[src/rtl/music_pkg.sv]
// Shared types and constants for the music subsystem: sequencer state
// encoding, score end marker and note-timer width.
package music_pkg;

    typedef enum logic [2:0] {
        ST_IDLE   = 3'd0,
        ST_FETCH  = 3'd1,
        ST_LOAD   = 3'd2,
        ST_DECODE = 3'd3,
        ST_PLAY   = 3'd4,
        ST_DONE   = 3'd5
    } seq_state_t;

    localparam int              CNT_W          = 28;
    localparam logic [3:0]      BEAT_END       = 4'hF;
    localparam int              TONE_REST      = 0;
    localparam logic [CNT_W-1:0] GAP_CYCLES_DEF = 28'd2500000;

endpackage

[src/rtl/note_timer.sv]
// Note-length down-counter: loaded with the decoded beat length, counts down
// while enabled and flags the last cycle and the audible (above-gap) region.
module note_timer
    import music_pkg::*;
#(
    parameter logic [CNT_W-1:0] GAP_CYCLES = GAP_CYCLES_DEF
) (
    input  logic             clk,
    input  logic             rst_n,
    input  logic             clr,
    input  logic             load,
    input  logic             en,
    input  logic [CNT_W-1:0] load_val,
    output logic             expire,
    output logic             above_gap
);

    logic [CNT_W-1:0] cnt_r;

    // Counter register: clear beats load beats decrement; never underflows.
    always_ff @(posedge clk or negedge rst_n) begin
        if (!rst_n) begin
            cnt_r <= {CNT_W{1'b0}};
        end else if (clr) begin
            cnt_r <= {CNT_W{1'b0}};
        end else if (load) begin
            cnt_r <= load_val;
        end else if (en && (cnt_r != {CNT_W{1'b0}})) begin
            cnt_r <= cnt_r - CNT_W'(1'b1);
        end else begin
            cnt_r <= cnt_r;
        end
    end

    assign expire    = (cnt_r == CNT_W'(1'b1));
    assign above_gap = (cnt_r > GAP_CYCLES);

endmodule

[src/rtl/note_sequencer.sv]
// Score playback controller: walks the score ROM, hands each beat code to the
// beat decoder and gates the tone generator for the decoded note length.
module note_sequencer
    import music_pkg::*;
#(
    parameter int               ADDR_W     = 8,
    parameter int               TONE_W     = 6,
    parameter logic [CNT_W-1:0] GAP_CYCLES = GAP_CYCLES_DEF,
    parameter bit               LOOP       = 1'b0
) (
    input  logic              clk,
    input  logic              rst_n,
    input  logic              start,
    input  logic              stop,
    input  logic              pause,
    output logic [ADDR_W-1:0] rom_addr,
    input  logic [TONE_W+3:0] rom_data,
    output logic [3:0]        beat,
    input  logic [CNT_W-1:0]  beat_cnt_parameter,
    output logic [TONE_W-1:0] tone_out,
    output logic              tone_valid,
    output logic              busy,
    output logic              song_done
);

    seq_state_t        state_r, state_s;
    logic [ADDR_W-1:0] addr_r, addr_s;
    logic [3:0]        beat_r, beat_s;
    logic [TONE_W-1:0] tone_r, tone_s;
    seq_state_t        adv_state_s;
    logic [ADDR_W-1:0] adv_addr_s;
    logic              t_load_s, t_en_s, t_clr_s;
    logic              t_expire_s, t_above_gap_s;
    logic [TONE_W-1:0] rom_tone_s;
    logic [3:0]        rom_beat_s;

    assign rom_tone_s = rom_data[TONE_W+3:4];
    assign rom_beat_s = rom_data[3:0];

    note_timer #(
        .GAP_CYCLES (GAP_CYCLES)
    ) u_timer (
        .clk       (clk),
        .rst_n     (rst_n),
        .clr       (t_clr_s),
        .load      (t_load_s),
        .en        (t_en_s),
        .load_val  (beat_cnt_parameter),
        .expire    (t_expire_s),
        .above_gap (t_above_gap_s)
    );

    // Address advance: the last ROM slot ends the song rather than wrapping.
    always_comb begin
        adv_state_s = ST_FETCH;
        adv_addr_s  = addr_r;
        if (addr_r == {ADDR_W{1'b1}}) begin
            adv_state_s = ST_DONE;
            adv_addr_s  = addr_r;
        end else begin
            adv_state_s = ST_FETCH;
            adv_addr_s  = addr_r + ADDR_W'(1'b1);
        end
    end

    // Next-state logic; stop overrides every state including a same-cycle start.
    always_comb begin
        state_s  = state_r;
        addr_s   = addr_r;
        beat_s   = beat_r;
        tone_s   = tone_r;
        t_load_s = 1'b0;
        t_en_s   = 1'b0;
        t_clr_s  = 1'b0;
        if (stop) begin
            state_s = ST_IDLE;
            addr_s  = {ADDR_W{1'b0}};
            t_clr_s = 1'b1;
        end else begin
            case (state_r)
                ST_IDLE: begin
                    if (start) begin
                        addr_s  = {ADDR_W{1'b0}};
                        state_s = ST_FETCH;
                    end else begin
                        state_s = ST_IDLE;
                    end
                end
                ST_FETCH: begin
                    state_s = ST_LOAD;
                end
                ST_LOAD: begin
                    tone_s = rom_tone_s;
                    beat_s = rom_beat_s;
                    if ((rom_tone_s == TONE_W'(TONE_REST)) && (rom_beat_s == BEAT_END)) begin
                        state_s = ST_DONE;
                    end else begin
                        state_s = ST_DECODE;
                    end
                end
                ST_DECODE: begin
                    t_load_s = 1'b1;
                    // A zero length marks an undecodable beat: skip the entry.
                    if (beat_cnt_parameter == {CNT_W{1'b0}}) begin
                        state_s = adv_state_s;
                        addr_s  = adv_addr_s;
                    end else begin
                        state_s = ST_PLAY;
                    end
                end
                ST_PLAY: begin
                    if (pause) begin
                        state_s = ST_PLAY;
                    end else begin
                        t_en_s = 1'b1;
                        if (t_expire_s) begin
                            state_s = adv_state_s;
                            addr_s  = adv_addr_s;
                        end else begin
                            state_s = ST_PLAY;
                        end
                    end
                end
                ST_DONE: begin
                    if (LOOP) begin
                        addr_s  = {ADDR_W{1'b0}};
                        state_s = ST_FETCH;
                    end else begin
                        state_s = ST_IDLE;
                    end
                end
                default: begin
                    state_s = ST_IDLE;
                    addr_s  = {ADDR_W{1'b0}};
                end
            endcase
        end
    end

    // State and datapath registers.
    always_ff @(posedge clk or negedge rst_n) begin
        if (!rst_n) begin
            state_r <= ST_IDLE;
            addr_r  <= {ADDR_W{1'b0}};
            beat_r  <= 4'h0;
            tone_r  <= {TONE_W{1'b0}};
        end else begin
            state_r <= state_s;
            addr_r  <= addr_s;
            beat_r  <= beat_s;
            tone_r  <= tone_s;
        end
    end

    assign rom_addr   = addr_r;
    assign beat       = beat_r;
    assign tone_out   = tone_r;
    assign tone_valid = (state_r == ST_PLAY) && t_above_gap_s && !pause;
    assign busy       = (state_r != ST_IDLE);
    assign song_done  = (state_r == ST_DONE);

endmodule

[config.mk]
export PLATFORM = sky130hd
export DESIGN_NAME = note_sequencer
export DESIGN_NICKNAME = d
export VERILOG_FILES = /design/src/rtl/music_pkg.sv /design/src/rtl/note_timer.sv /design/src/rtl/note_sequencer.sv
export SDC_FILE = /design/constraint.sdc
export NUM_CORES = 1
export LEC_CHECK = 0
export BUFFER_PORTS_ARGS = -buffer_cell sky130_fd_sc_hd__buf_2
export CORE_MARGIN = 4
export CORE_UTILIZATION = 62
export CTS_BUF_LIST = sky130_fd_sc_hd__clkbuf_8
export CTS_CLUSTER_DIAMETER = 30
export CTS_CLUSTER_SIZE = 40
export DETAILED_ROUTE_END_ITERATION = 7
export PLACE_DENSITY = 0.88
export SKIP_LAST_GASP = 1
export SLEW_MARGIN = 5
export SYNTH_ARGS = -nofsm -noshare
export SYNTH_HDL_FRONTEND = slang
export SYNTH_SLANG_ARGS = --single-unit
[constraint.sdc]
create_clock -name clk -period 5.7 [get_ports clk]
set_input_delay 0 -clock clk [delete_from_list [all_inputs] [get_ports clk]]
set_output_delay 0 -clock clk [all_outputs]
set_load 0.02 [all_outputs]
==> out/qor.csv <==
stage,metric,value,unit
worst_setup_path,CP cell instances,or3b_4 > or2_2 > a31oi_1 > nor2_1 > nor2_1 > a32o_1,
yosys,average size of a mapped cell,8.90,µm²
clock_network,Clock transition at path regs,100,ps
worst_hold_path,Hold Path Class,primary input to flip-flop,
worst_setup_path,Crit. End Element,flip-flop,
clock_network,H-tree depth,2,
timing,transition time at the pin with the least slew margin,1120,ps
timing,final clock skew,6.08,ps
yosys,area share of the largest cell type after synthesis,37.8,%
global_routing,Total Routing Usage GR,32.2,%
drt,average wire length per cell after detail routing,19.2,µm
placed_design,final estimated routing congestion in global placement,1.00,
worst_setup_path,r2r worst-path depth,6,
clock_network,post-CTS sizing,0,
clock_network,clock tree from TritonCTS,done,
floorplanning,x dimension of the die,80.3,µm
layout,number of fill cells in the layout,356,
drt,Detailed Route WL,9800,µm
worst_setup_path,Worst Setup Start Kind,flip-flop,
worst_setup_path,endpoint of the worst register-to-register path,u_timer.cnt_r[9],
timing,"Hold Violations, Final",0,
layout,# diodes,0,
layout,Layout area overhead,19.8,%
placed_design,DP HPWL,6430,µm
yosys,number of enable-type register cells in the synthesized netlist,0,
yosys,library cell with the highest instance count after synthesis,sky130_fd_sc_hd__dfrtp_1,
drt,via count of the routed design,3397,
yosys,"Seq/Total Area, Yosys",37.8,%
clock_network,source-to-sink clock delay at the later pin of the worst-skew pair,310,ps
global_routing,pin count of the biggest net entering global routing,50,
pwr,clock network fraction of total power,24.1,%
yosys,top area cells in the synthesized netlist,"sky130_fd_sc_hd__dfrtp_1, sky130_fd_sc_hd__nand2_1, sky130_fd_sc_hd__nor2_1",
worst_setup_path,destination of the critical timing path,u_timer.cnt_r[9],
placed_design,post-place instance area,0.00355,mm²
timing,minimum period implied by the final worst setup slack,2990,ps
worst_setup_path,Required @ worst endpoint,5950,ps
clock_network,CTS sink cnt,49,
clock_network,TritonCTS buffer count,5,
floorplanning,number of top-level design ports,64,
yosys,cell type contributing the most total cell area after synthesis,sky130_fd_sc_hd__dfrtp_1,
yosys,Yosys reg bits,49,
floorplanning,Vert. Die Dim,80.3,µm
drt,DR vias/cell,6.65,
floorplanning,Die Footprint,0.00645,mm²
yosys,net count after synthesis,410,
timing,RSZ-0062 raised after global routing,no,
global_routing,global-route wire length before repair,16200,µm
pwr,leakage power total,1.67,nW
yosys,number of unique standard cell types used by synthesis,63,
flow_run,max capacitance violation total,0,
timing,Finish-stage setup viols,0,
timing,count of final max-slew check failures,0,
worst_setup_path,Setup Crit Path Kind,flip-flop to flip-flop,
layout,Final #Nets,486,
worst_setup_path,worst reg2reg setup slack,2710,ps
worst_setup_path,critical path launch point,state_r[2],
yosys,Mapped Cells,364,
yosys,synthesized cell area,0.00324,mm²
timing,post-route clock period utilization,52.4,%
layout,fraction of final layout cells with drive strength greater than 1,23.4,%
timing,Max Clk Rate,335,MHz
clock_network,Longest Clk Path Bufs,2,
pwr,internal cell power,0.683,mW
yosys,post-synthesis async set-or-reset flop share,100,%
yosys,number of warnings issued by yosys,0,
worst_setup_path,Worst path max stage delay,690,ps
worst_setup_path,worst reg2reg startpoint,state_r[2],
floorplanning,core outline area,0.00507,mm²
yosys,predominant post-synthesis flop cell,sky130_fd_sc_hd__dfrtp_1,
clock_network,buffers inserted by post-CTS timing repair,0,
pwr,part of the power in combinational logic,36.4,%
layout,"Design Area, Final",0.00388,mm²
drt,drc violations,0,
floorplanning,Starting Density,63.9,%
timing,remaining max-slew budget at the tightest pin,25.0,%
clock_network,cell at the root of the clock tree,sky130_fd_sc_hd__clkbuf_8,
worst_setup_path,cell occurring most often along the worst timing path,sky130_fd_sc_hd__nor2_1,
drt,Iter 0 DRT Violations,305,
placed_design,number of port buffers,63,
layout,area taken by flip-flops and latches,0.00123,mm²
global_routing,via count of the first global-routing pass,3485,
global_routing,initial antenna violation count,0,
pwr,worst-case vdd ir drop,182,µV
timing,setup tns final,0,ps
pwr,pwr/cell area,283,mW/mm²
pwr,Switching Power,0.416,mW
pwr,Flop pwr share,39.6,%
drt,number of detailed-routing iterations run before antenna repair,7,
drt,number of nets with antenna violations after detailed routing,0,
yosys,synth cell count leaders,"sky130_fd_sc_hd__dfrtp_1, sky130_fd_sc_hd__nand2_1, sky130_fd_sc_hd__nor2_1, sky130_fd_sc_hd__a21oi_1, sky130_fd_sc_hd__o21ai_0",
worst_setup_path,largest fanout on the critical path,12,
pwr,sw frac,37.9,%
layout,area of combinational cells with multiple inputs,0.00186,mm²
worst_setup_path,"Slowest-stage cell, CP",sky130_fd_sc_hd__a31oi_1,
pwr,Pwr Total,1.10,mW
floorplanning,Site Rows,26,
global_routing,remaining global-route overflow,0,
worst_setup_path,signal arrival time at the worst endpoint,3240,ps
outcome,status,completed,
## through the flow
stage	utilization [%]	instances	setup slack (ps)	hold WS [ps]
2_1_floorplan	-	364	3350	-296
3_3_place_gp	69.9	481	2960	142
3_5_place_dp	69.9	481	2830	143
4_1_cts	76.5	511	2810	11.2
5_1_grt	76.5	511	2520	30.5
6_report	76.5	511	2710	11.1
## worst max-delay path: cells and delay by family (launching register included)
family,cells,cell delay [ps]
compound gates,2,880
simple gates,4,1490
flops,1,560
## layout by cell type (no fill, tap or decap), types with 3 or more instances in the layout
cell | netlist | routed
sky130_fd_sc_hd__a21oi_1 | 19 | 19
sky130_fd_sc_hd__or2_2 | 3 | 3
sky130_fd_sc_hd__dfrtp_1 | 49 | 49
sky130_fd_sc_hd__xor2_1 | 8 | 8
sky130_fd_sc_hd__nand2b_1 | 5 | 5
sky130_fd_sc_hd__o311ai_1 | 3 | 3
sky130_fd_sc_hd__nand4_1 | 11 | 11
sky130_fd_sc_hd__nor3_1 | 17 | 16
sky130_fd_sc_hd__xnor2_1 | 4 | 4
sky130_fd_sc_hd__clkbuf_8 | 2 | 5
sky130_fd_sc_hd__nand2_1 | 44 | 44
sky130_fd_sc_hd__o31ai_1 | 6 | 6
sky130_fd_sc_hd__mux2_2 | 10 | 10
sky130_fd_sc_hd__buf_2 | 2 | 63
sky130_fd_sc_hd__o21ai_0 | 18 | 18
sky130_fd_sc_hd__inv_1 | 8 | 8
sky130_fd_sc_hd__a32o_1 | 6 | 6
sky130_fd_sc_hd__nor2_1 | 36 | 36
sky130_fd_sc_hd__or3_1 | 3 | 3
sky130_fd_sc_hd__dlygate4sd3_1 | 0 | 22
sky130_fd_sc_hd__ha_1 | 3 | 3
sky130_fd_sc_hd__nor4_1 | 14 | 14
sky130_fd_sc_hd__nand3_1 | 9 | 9
sky130_fd_sc_hd__a211oi_1 | 10 | 10
sky130_fd_sc_hd__buf_4 | 1 | 4
sky130_fd_sc_hd__or4_1 | 3 | 3
sky130_fd_sc_hd__o211ai_1 | 8 | 8
sky130_fd_sc_hd__nand3b_1 | 4 | 4
## worst min path at each step
| stage | start | end | depth (start not counted) |
|---|---|---|---|
| global route | beat_cnt_parameter[25] | u_timer.cnt_r[25] | 3 |
| CTS | beat_cnt_parameter[25] | u_timer.cnt_r[25] | 3 |
| floorplan | rst_n | beat[0] | 0 |
| global placement | rst_n | tone_out[2] | 2 |
| detailed placement | rst_n | beat[0] | 2 |
| finish | beat_cnt_parameter[25] | u_timer.cnt_r[25] | 3 |
## cells by family (layout without fill, tap and decap cells)
family                     Yosys count  after routing  share of synthesized area, %
buffers and inverters               28            105                          5.02
DFF                                 49             49                          37.8
and+or+nand+nor                    164            164                          27.3
AOI/OAI and AO/OA                   97             97                          21.6
xor gates and xnor gates            12             12                          3.24
muxes                               11             11                          3.78
adders and majority gates            3              3                          1.16
## power groups by stage
stage	Combinational, mW	Clock (mW)	Sequential, mW
2_1_floorplan	0.226	0	0.472
3_3_place_gp	0.365	0	0.433
3_5_place_dp	0.375	0	0.438
4_1_cts	0.389	0.262	0.431
5_1_grt	0.434	0.276	0.440
6_report	0.400	0.265	0.435
## area by class of cell
cell class,instances,share of cell area [%]
Clock buffer,5,1.77
Multi-Input combinational cell,287,47.8
Inverter,8,0.774
Timing Repair Buffer,89,14.6
Tap cell,70,2.26
Clock inverter,3,1.19
Sequential cell,49,31.6
## routing by layer
metal	global-route usage [%]	wire [µm]
met5	0	0
met4	17.7	358
met3	5.04	739
met2	57.6	5150
met1	36.1	3550
## flip-flops by register name, indices dropped and copies added (netlist names)
signal         flops
u_timer.cnt_r     28
rom_addr           8
tone_out           6
beat               4
state_r            3
## timing repair
action	4_1_cts	5_1_grt
hold endpoints to repair	70	0
endpoints found under the setup margin	0	0
hold buffers	22	0
No activity file was read; power rests on OpenSTA's default activity.
